$ cat config.mk
export PLATFORM = sky130hd
export DESIGN_NAME = alu_op_sequencer_flat
export DESIGN_NICKNAME = d
export VERILOG_FILES = /design/src/rtl/alu_op_sequencer_if.sv /design/src/rtl/alu_op_sequencer.sv /design/src/flat_wrapper.sv
export SDC_FILE = /design/constraint.sdc
export NUM_CORES = 1
export LEC_CHECK = 0
export CAP_MARGIN = 30
export CORE_ASPECT_RATIO = 1.25
export CORE_UTILIZATION = 25
export DETAILED_ROUTE_END_ITERATION = 8
export GPL_TIMING_DRIVEN = 0
export SKIP_LAST_GASP = 1
export SYNTH_ARGS = -nofsm -noshare
export SYNTH_HDL_FRONTEND = slang
export SYNTH_SLANG_ARGS = --single-unit
$ cat constraint.sdc
create_clock -name clk -period 2.9 [get_ports clk]
set_input_delay 0.725 -clock clk [delete_from_list [all_inputs] [get_ports clk]]
set_output_delay 0.725 -clock clk [all_outputs]
set_load 0.03 [all_outputs]
$ cat src/rtl/alu_op_sequencer_if.sv
// Request / ALU / write-back bundle for alu_op_sequencer.
// slave modport: the sequencer. master modport: the requester plus ALU and register-file side.
interface alu_op_sequencer_if #(
   parameter int unsigned DATA_W = 32,
   parameter int unsigned REG_AW = 5
);
   logic              req_valid;
   logic              req_ready;
   logic [1:0]        req_aluop;
   logic [5:0]        req_funct;
   logic [REG_AW-1:0] req_rd;
   logic              req_b_zero;
   logic              alu_en;
   logic [3:0]        alu_control;
   logic [DATA_W-1:0] alu_result;
   logic              wb_en;
   logic [REG_AW-1:0] wb_addr;
   logic [DATA_W-1:0] wb_data;
   logic              busy;
   logic              err_div0;
   logic              err_illegal;

   modport slave (
      input  req_valid, req_aluop, req_funct, req_rd, req_b_zero, alu_result,
      output req_ready, alu_en, alu_control, wb_en, wb_addr, wb_data, busy,
             err_div0, err_illegal
   );

   modport master (
      output req_valid, req_aluop, req_funct, req_rd, req_b_zero, alu_result,
      input  req_ready, alu_en, alu_control, wb_en, wb_addr, wb_data, busy,
             err_div0, err_illegal
   );
endinterface

$ cat src/rtl/alu_op_sequencer.sv
// Execute-stage ALU sequencer: decodes ALUOp/funct, holds alu_control for the op latency,
// then issues a one-cycle write-back or an error pulse.
// Optional macro ALU_SEQ_PERF_EN adds saturating perf_ops / perf_busy counters.
module alu_op_sequencer #(
   parameter int unsigned DATA_W  = 32,
   parameter int unsigned REG_AW  = 5,
   parameter int unsigned MUL_LAT = 4,
   parameter int unsigned DIV_LAT = 8
) (
   input  logic               clk,
   input  logic               rst_n,
`ifdef ALU_SEQ_PERF_EN
   output logic [31:0]        perf_ops,
   output logic [31:0]        perf_busy,
`endif
   alu_op_sequencer_if.slave  bus
);

   if (MUL_LAT < 1 || MUL_LAT > 255) begin : g_bad_mul_lat
      $fatal(1, "alu_op_sequencer: MUL_LAT out of range 1..255");
   end
   if (DIV_LAT < 1 || DIV_LAT > 255) begin : g_bad_div_lat
      $fatal(1, "alu_op_sequencer: DIV_LAT out of range 1..255");
   end

   localparam logic [7:0] MulCnt = 8'(MUL_LAT - 1);
   localparam logic [7:0] DivCnt = 8'(DIV_LAT - 1);

   typedef enum logic [1:0] {StIdle, StExec, StWb} state_e;

   state_e            state_q, state_d;
   logic [7:0]        cnt_q, cnt_d;
   logic [3:0]        code_q, code_d;
   logic [REG_AW-1:0] rd_q, rd_d;
   logic              ill_q, ill_d;
   logic              div0_q, div0_d;
   logic [REG_AW-1:0] wb_addr_q, wb_addr_d;
   logic [DATA_W-1:0] wb_data_q, wb_data_d;

   logic       dec_illegal;
   logic       dec_is_div;
   logic [3:0] dec_code;
   logic [7:0] dec_cnt;
   logic       can_accept;

   // Decode the incoming request into control code, latency count and error class
   always_comb begin
      dec_code    = 4'b0000;
      dec_cnt     = 8'd0;
      dec_illegal = 1'b0;
      dec_is_div  = 1'b0;
      unique case (bus.req_aluop)
         2'b00: dec_code = 4'b0000;
         2'b10: begin
            unique case (bus.req_funct)
               6'b100000: dec_code = 4'b0010;
               6'b100100: dec_code = 4'b0110;
               6'b100001: begin
                  dec_code = 4'b1000;
                  dec_cnt  = MulCnt;
               end
               6'b100010: begin
                  dec_code   = 4'b1001;
                  dec_cnt    = DivCnt;
                  dec_is_div = 1'b1;
               end
               6'b100011: dec_code = 4'b0001;
               default:   dec_illegal = 1'b1;
            endcase
         end
         default: dec_illegal = 1'b1;
      endcase
   end

   // State register and datapath flops, synchronous active-low reset
   always_ff @(posedge clk) begin
      if (!rst_n) begin
         state_q   <= StIdle;
         cnt_q     <= 8'd0;
         code_q    <= 4'b0000;
         rd_q      <= '0;
         ill_q     <= 1'b0;
         div0_q    <= 1'b0;
         wb_addr_q <= '0;
         wb_data_q <= '0;
      end else begin
         state_q   <= state_d;
         cnt_q     <= cnt_d;
         code_q    <= code_d;
         rd_q      <= rd_d;
         ill_q     <= ill_d;
         div0_q    <= div0_d;
         wb_addr_q <= wb_addr_d;
         wb_data_q <= wb_data_d;
      end
   end

   assign can_accept = (state_q != StExec);

   // Next-state: accept in IDLE/WB, count down in EXEC, capture result on the last EXEC cycle
   always_comb begin
      state_d   = state_q;
      cnt_d     = cnt_q;
      code_d    = code_q;
      rd_d      = rd_q;
      ill_d     = ill_q;
      div0_d    = div0_q;
      wb_addr_d = wb_addr_q;
      wb_data_d = wb_data_q;
      unique case (state_q)
         StIdle, StWb: begin
            if (bus.req_valid && can_accept) begin
               code_d = dec_code;
               rd_d   = bus.req_rd;
               ill_d  = dec_illegal;
               div0_d = dec_is_div && bus.req_b_zero;
               // Errored requests skip the ALU entirely and report in WB
               if (dec_illegal || (dec_is_div && bus.req_b_zero)) begin
                  cnt_d   = 8'd0;
                  state_d = StWb;
               end else begin
                  cnt_d   = dec_cnt;
                  state_d = StExec;
               end
            end else begin
               state_d = StIdle;
            end
         end
         StExec: begin
            if (cnt_q == 8'd0) begin
               wb_data_d = bus.alu_result;
               wb_addr_d = rd_q;
               state_d   = StWb;
            end else begin
               cnt_d = cnt_q - 8'd1;
            end
         end
         default: state_d = StIdle;
      endcase
   end

   // Outputs decoded from the current state; ready is also gated by reset
   always_comb begin
      bus.req_ready   = rst_n && can_accept;
      bus.alu_en      = (state_q == StExec);
      bus.busy        = (state_q == StExec);
      bus.alu_control = (state_q == StExec) ? code_q : 4'b0000;
      bus.wb_en       = (state_q == StWb) && !ill_q && !div0_q;
      bus.err_illegal = (state_q == StWb) && ill_q;
      bus.err_div0    = (state_q == StWb) && div0_q;
      bus.wb_addr     = wb_addr_q;
      bus.wb_data     = wb_data_q;
   end

`ifdef ALU_SEQ_PERF_EN
   logic [31:0] perf_ops_q, perf_ops_d;
   logic [31:0] perf_busy_q, perf_busy_d;

   // Saturating event counters for write-backs and busy cycles
   always_comb begin
      perf_ops_d  = perf_ops_q;
      perf_busy_d = perf_busy_q;
      if (bus.wb_en && (perf_ops_q != 32'hFFFF_FFFF)) perf_ops_d = perf_ops_q + 32'd1;
      if (bus.busy && (perf_busy_q != 32'hFFFF_FFFF)) perf_busy_d = perf_busy_q + 32'd1;
   end

   // Perf counter registers
   always_ff @(posedge clk) begin
      if (!rst_n) begin
         perf_ops_q  <= 32'd0;
         perf_busy_q <= 32'd0;
      end else begin
         perf_ops_q  <= perf_ops_d;
         perf_busy_q <= perf_busy_d;
      end
   end

   assign perf_ops  = perf_ops_q;
   assign perf_busy = perf_busy_q;
`endif

endmodule
$ cat src/flat_wrapper.sv
// flat-port wrapper written by rule: the top's interface ports become plain ports
module alu_op_sequencer_flat 
#(
   parameter int unsigned DATA_W  = 32,
   parameter int unsigned REG_AW  = 5,
   parameter int unsigned MUL_LAT = 4,
   parameter int unsigned DIV_LAT = 8
)
  (clk, rst_n, bus_req_valid, bus_req_aluop, bus_req_funct, bus_req_rd, bus_req_b_zero, bus_alu_result, bus_req_ready, bus_alu_en, bus_alu_control, bus_wb_en, bus_wb_addr, bus_wb_data, bus_busy, bus_err_div0, bus_err_illegal);
  alu_op_sequencer_if #(.DATA_W(DATA_W), .REG_AW(REG_AW)) bus_i ();
  input  logic clk;
  input  logic rst_n;
  input wire logic [$bits(bus_i.req_valid)-1:0] bus_req_valid;
  input wire logic [$bits(bus_i.req_aluop)-1:0] bus_req_aluop;
  input wire logic [$bits(bus_i.req_funct)-1:0] bus_req_funct;
  input wire logic [$bits(bus_i.req_rd)-1:0] bus_req_rd;
  input wire logic [$bits(bus_i.req_b_zero)-1:0] bus_req_b_zero;
  input wire logic [$bits(bus_i.alu_result)-1:0] bus_alu_result;
  output wire logic [$bits(bus_i.req_ready)-1:0] bus_req_ready;
  output wire logic [$bits(bus_i.alu_en)-1:0] bus_alu_en;
  output wire logic [$bits(bus_i.alu_control)-1:0] bus_alu_control;
  output wire logic [$bits(bus_i.wb_en)-1:0] bus_wb_en;
  output wire logic [$bits(bus_i.wb_addr)-1:0] bus_wb_addr;
  output wire logic [$bits(bus_i.wb_data)-1:0] bus_wb_data;
  output wire logic [$bits(bus_i.busy)-1:0] bus_busy;
  output wire logic [$bits(bus_i.err_div0)-1:0] bus_err_div0;
  output wire logic [$bits(bus_i.err_illegal)-1:0] bus_err_illegal;
  assign bus_i.req_valid = bus_req_valid;
  assign bus_i.req_aluop = bus_req_aluop;
  assign bus_i.req_funct = bus_req_funct;
  assign bus_i.req_rd = bus_req_rd;
  assign bus_i.req_b_zero = bus_req_b_zero;
  assign bus_i.alu_result = bus_alu_result;
  assign bus_req_ready = bus_i.req_ready;
  assign bus_alu_en = bus_i.alu_en;
  assign bus_alu_control = bus_i.alu_control;
  assign bus_wb_en = bus_i.wb_en;
  assign bus_wb_addr = bus_i.wb_addr;
  assign bus_wb_data = bus_i.wb_data;
  assign bus_busy = bus_i.busy;
  assign bus_err_div0 = bus_i.err_div0;
  assign bus_err_illegal = bus_i.err_illegal;
  alu_op_sequencer #(.DATA_W(DATA_W), .REG_AW(REG_AW), .MUL_LAT(MUL_LAT), .DIV_LAT(DIV_LAT)) u_core (.clk(clk), .rst_n(rst_n), .bus(bus_i));
endmodule
# Yosys cells after proc, flatten, opt, wreduce, memory -nomap -nowiden
# Index checks and enable logic that the tools add are counted.
[totals] reg_bits=58 in_bits=49 out_inout_bits=47 elab_cells=57
[op_classes] addsub=1 n_eq_ne=12 muxes=17 n_reduce_logical=19
[ops] operator="8-bit two-way mux" n=4
[ops] operator="6-bit == test, second input constant" n=5
[ops] operator="4-bit case mux with 5 select lines" n=1
[ops] operator="8-bit case mux with 2 select lines" n=1
[ops] operator="8-bit logical NOT" n=1
[ops] operator="4-bit two-way mux" n=2
[ops] operator="8-bit by 1-bit subtractor with 8-bit output, second input constant" n=1
[ops] operator="1-bit logical AND" n=7
[ops] operator="2-bit two-way mux" n=3
[ops] operator="2-bit by 1-bit inequality test with 1-bit output, second input constant" n=3
[ops] operator="3-bit case mux with 2 select lines" n=1
[ops] operator="5-bit OR reduction" n=1
[ops] operator="2-bit == test, second input constant" n=2
[ops] operator="2-bit logical NOT" n=2
[ops] operator="2-bit case mux with 2 select lines" n=1
[ops] operator="2-bit AND reduction" n=2
[ops] operator="1-bit two-way mux" n=3
[ops] operator="3-bit AND reduction" n=1
[ops] operator="2-bit by 1-bit == test with 1-bit output, second input constant" n=1
[ops] operator="1-bit logical NOT" n=2
[ops] operator="2-bit inequality test, second input constant" n=1
[ops] operator="1-bit case mux with 2 select lines" n=1
[ops] operator="2-bit nonzero test" n=1
[ops] operator="2-bit OR reduction" n=1
[ops] operator="1-bit logical OR" n=1

# Logic depth before layout (Yosys ltp)
[depth] depth_word=8 depth_mapped=8 depth_no_buf=6

# Worst setup path before layout
# OpenSTA, ideal clock, no wires.
[synth_timing] path_kind="register to output" start="register u_core.state_q[1]" end="output port bus_wb_en" arrival_ns=1.421 t_required_ns=2.175 setup_slack_ns=0.754 path_stages_with_launch=2 path_buffers=0 cell_sequence="dfxtp_1 -> nor4b_1"
[synth_via] elab_chain_len=3
[synth_lines] element="start, declared" line_no="alu_op_sequencer.sv:31" source="state_e state_q, state_d;"
[synth_lines] element="start signal, assigned" line_no="alu_op_sequencer.sv:78" source="state_q <= StIdle;"
[synth_lines] element="start signal, assigned" line_no="alu_op_sequencer.sv:87" source="state_q <= state_d;"
[synth_lines] element="2-bit == test" line_no="alu_op_sequencer.sv:148" source="bus.wb_en = (state_q == StWb) && !ill_q && !div0_q;"
[synth_lines] element="1-bit logical AND (2 in series)" line_no="alu_op_sequencer.sv:148"
[synth_lines] element="end, declared" line_no="flat_wrapper.sv:22" source="output wire logic [$bits(bus_i.wb_en)-1:0] bus_wb_en;"
# No other way between the ends.

# Final worst setup path
[layout_timing] start="register u_core.state_q[0]" end="output port bus_alu_control[0]"
[layout_via] elab_chain_len=2
[layout_lines] element="2-bit by 1-bit == test with 1-bit output" line_no="alu_op_sequencer.sv:147" source="bus.alu_control = (state_q == StExec) ? code_q : 4'b0000;"
[layout_lines] element="4-bit two-way mux" line_no="alu_op_sequencer.sv:147"
[layout_lines] element="end, declared" line_no="flat_wrapper.sv:21" source="output wire logic [$bits(bus_i.alu_control)-1:0] bus_alu_control;"
# No other way between the ends.

==> results.ini <==
[synth]
yosys.area.top_type=dfxtp_1
synth_area_leaders=dfxtp_1, nand2_1, a21boi_2
syn_nets=340
postSynthAreaPerCell_um2=8.92
synth_cells=289
synth_top_area_share_pct=45.0
ys_ff_latch=58
ys_types=44
synthArstFlopShare_pct=0
synth_fa_ha_area_share_pct=0.971
synth_top_cells_by_count=nand2_1, dfxtp_1, a21boi_0
synthXorXnorAreaFrac_pct=1.36
synth_area_um2=2580
yosysSeqAreaShare_pct=45.0
synth_edf_count=0
synth-main-ff-cell=dfxtp_1
synth_top_family_by_area=simple AND/OR/NAND/NOR gates
synth.most_common_cell=nand2_1
yosys.area_share.simple_pct=25.6
ys_warn_count=0
synth.area.mux_share_pct=0.388
synth-compound-area-share_pct=22.3

[sta]
relSlewSlack_pct=63.2
fin_crit_ns=2.70
maxSlewViolCount=0
setup_violations=0
hold-worst-slack_ns=0.459
fin_crit_sh_pct=93.1
fin_worst_skew_ns=0.0102
layout_setup_ws_ns=0.201
fin_setup_tns_ns=0
finalHoldViolCount=0
rsz0062_at_grt=no
worst_pin_slew_ns=0.552
max_freq_mhz=370

[cells_and_area]
fillers=1050
seq_area_um2=1160
final_nets=445
syn_to_final_growth_pct=54.6
diodes=0
multiInputGateArea_um2=1300
drive_gt1_share_pct=12.3

[die]
fp.dieW_um=92.8
initial_core_util_pct=25.6
dieArea_um2=10700
die_h_um=116
fp-row-count=41
coreArea_um2=10100
io_pins=96

[placement]
dpl.hpwl_um=4810
port_buffers=94
place_congestion=0.729
place_ws_ns=0.254

[routing]
num_vias=2322
drc_errors=0
drt_wl_total_um=6450
wl_per_cell_um=12.2
drt_first_iter_violations=42
drtAntennaViolNets=0
met1Wirelength_um=2960
met2_length_um=3030
via_per_inst=4.40
top_layer_used=met4
first_pass_iters=4
met3_length_um=324

[setup_path]
crit_chain=nand2b_1 > inv_2 > and2_1 > clkdlybuf4s50_1
critPathKind=flip-flop to output port
cp_max_fo=8
crit_path_end_kind=output port
crit_buf_inv=2
startpoint_type=flip-flop
crit_family=buffers and inverters
cp.arrival_ns=1.97
critical_path.slowest_cell=clkdlybuf4s50_1
max_stage_delay_ns=0.67
required_ns=2.17

[power_and_ir_drop]
peakVddDrop_mv=0.280
p_per_area_nw_per_um2=535
p_leak_nw=1.39

[global_routing]
gr-usage-all-layers_pct=12.6
grt_max_degree=11
grt-ovfl-total=0
grt_first_pass_wirelength_um=10600
grt_pass1_vias=2251
antenna_found_initial=0

[cts]
cts_buffer_depth=2
cts_made_buffers=9
clock_latency_ns=0.31
post_cts_buffers=0
clk_pin_slew_ns=0.05
htree_num_levels=3
numClockSinks=58
cts-root-buf=clkbuf_16
cts_tree=yes

[flow_run]
drv_cap=0

[worst_hold_path]
hold_class=flip-flop to flip-flop

[run_status]
status=complete, no violations

[through the flow]
stage	total power [W]	cell area [µm²]	instances	util (%)
after global placement	0.00109	3680	512	36.6
after CTS	0.00216	3990	528	39.6
final	0.00213	3990	528	39.6
after floorplan	0.000972	2580	289	-
after detailed placement	0.00109	3680	512	36.6
after global routing	0.00222	3990	528	39.6
[report_power, final]
group	total, W	internal, W	switching (W)	leakage [nW]
combinational	0.000242	0.000127	0.000115	0.771
clock	0.00105	0.000706	0.000348	0.151
sequential	0.000834	0.000819	0.0000147	0.470
[sequential cells by signal, indices dropped and copies added (netlist names)]
register / flops
u_core.bus.wb_data: 32
u_core.state_q: 2
u_core.cnt_q: 8
u_core.ill_q: 1
u_core.div0_q: 1
u_core.code_q: 4
u_core.bus.wb_addr: 5
u_core.rd_q: 5
[placed cells by master, fill, tap and decap left out, drive strengths merged, types with 3 or more instances in the layout]
master,instances
nand2b,4
nor2,10
buf,5
dfxtp,58
and2,6
clkdlybuf4s50,94
clkbuf,22
nand2,94
inv,4
a21boi,46
xor2,3
clkinv,3
nor2b,7
o21ai,4
[routing by layer]
metal	up-vias	GRT usage (%)
li1	1191	-
met1	1049	15.6
met3	6	3.02
met2	76	20.3
met4	0	6.77
met5	-	0
[kinds of logic (layout without fill, tap and decap cells)]
family                     Yosys count  after routing
and+or+nand+nor                    138            138
AOI/OAI and AO/OA                   66             66
DFF                                 58             58
buffers and inverters               20            130
xor gates and xnor gates             4              4
adders and majority gates            2              2
muxes                                1              1
[worst min-delay path, stage by stage, from the launching register on]
cell and delay [ns]:
dfxtp_1 0.30, nand2_1 0.06, a21boi_2 0.04
[area by class of cell]
type | instances | area share, %
repair buffers | 94 | 23.6
plain buffers | 16 | 2.45
well taps | 129 | 4.05
clock buffers | 11 | 6.34
clock inverters | 5 | 1.32
multi-input cells | 211 | 32.7
inverters | 4 | 0.377
flip-flops and latches | 58 | 29.1
[worst paths after layout]
kind,from,to,slack (ns),depth (start not counted)
worst max-delay path,u_core.state_q[0],bus_alu_control[0],0.20,4
worst max register to register,u_core.cnt_q[0],u_core.bus.wb_data[30],1.02,7
worst min-delay path,u_core.rd_q[4],u_core.bus.wb_addr[4],0.46,2
worst min register to register,u_core.rd_q[4],u_core.bus.wb_addr[4],0.46,2
[repair_timing]
item | in CTS | in global routing
hold buffers | 0 | 0
endpoints found under the setup margin | 0 | 1
gates resized for setup | 0 | 1
Note: power is estimated with default switching activity, not from simulation.
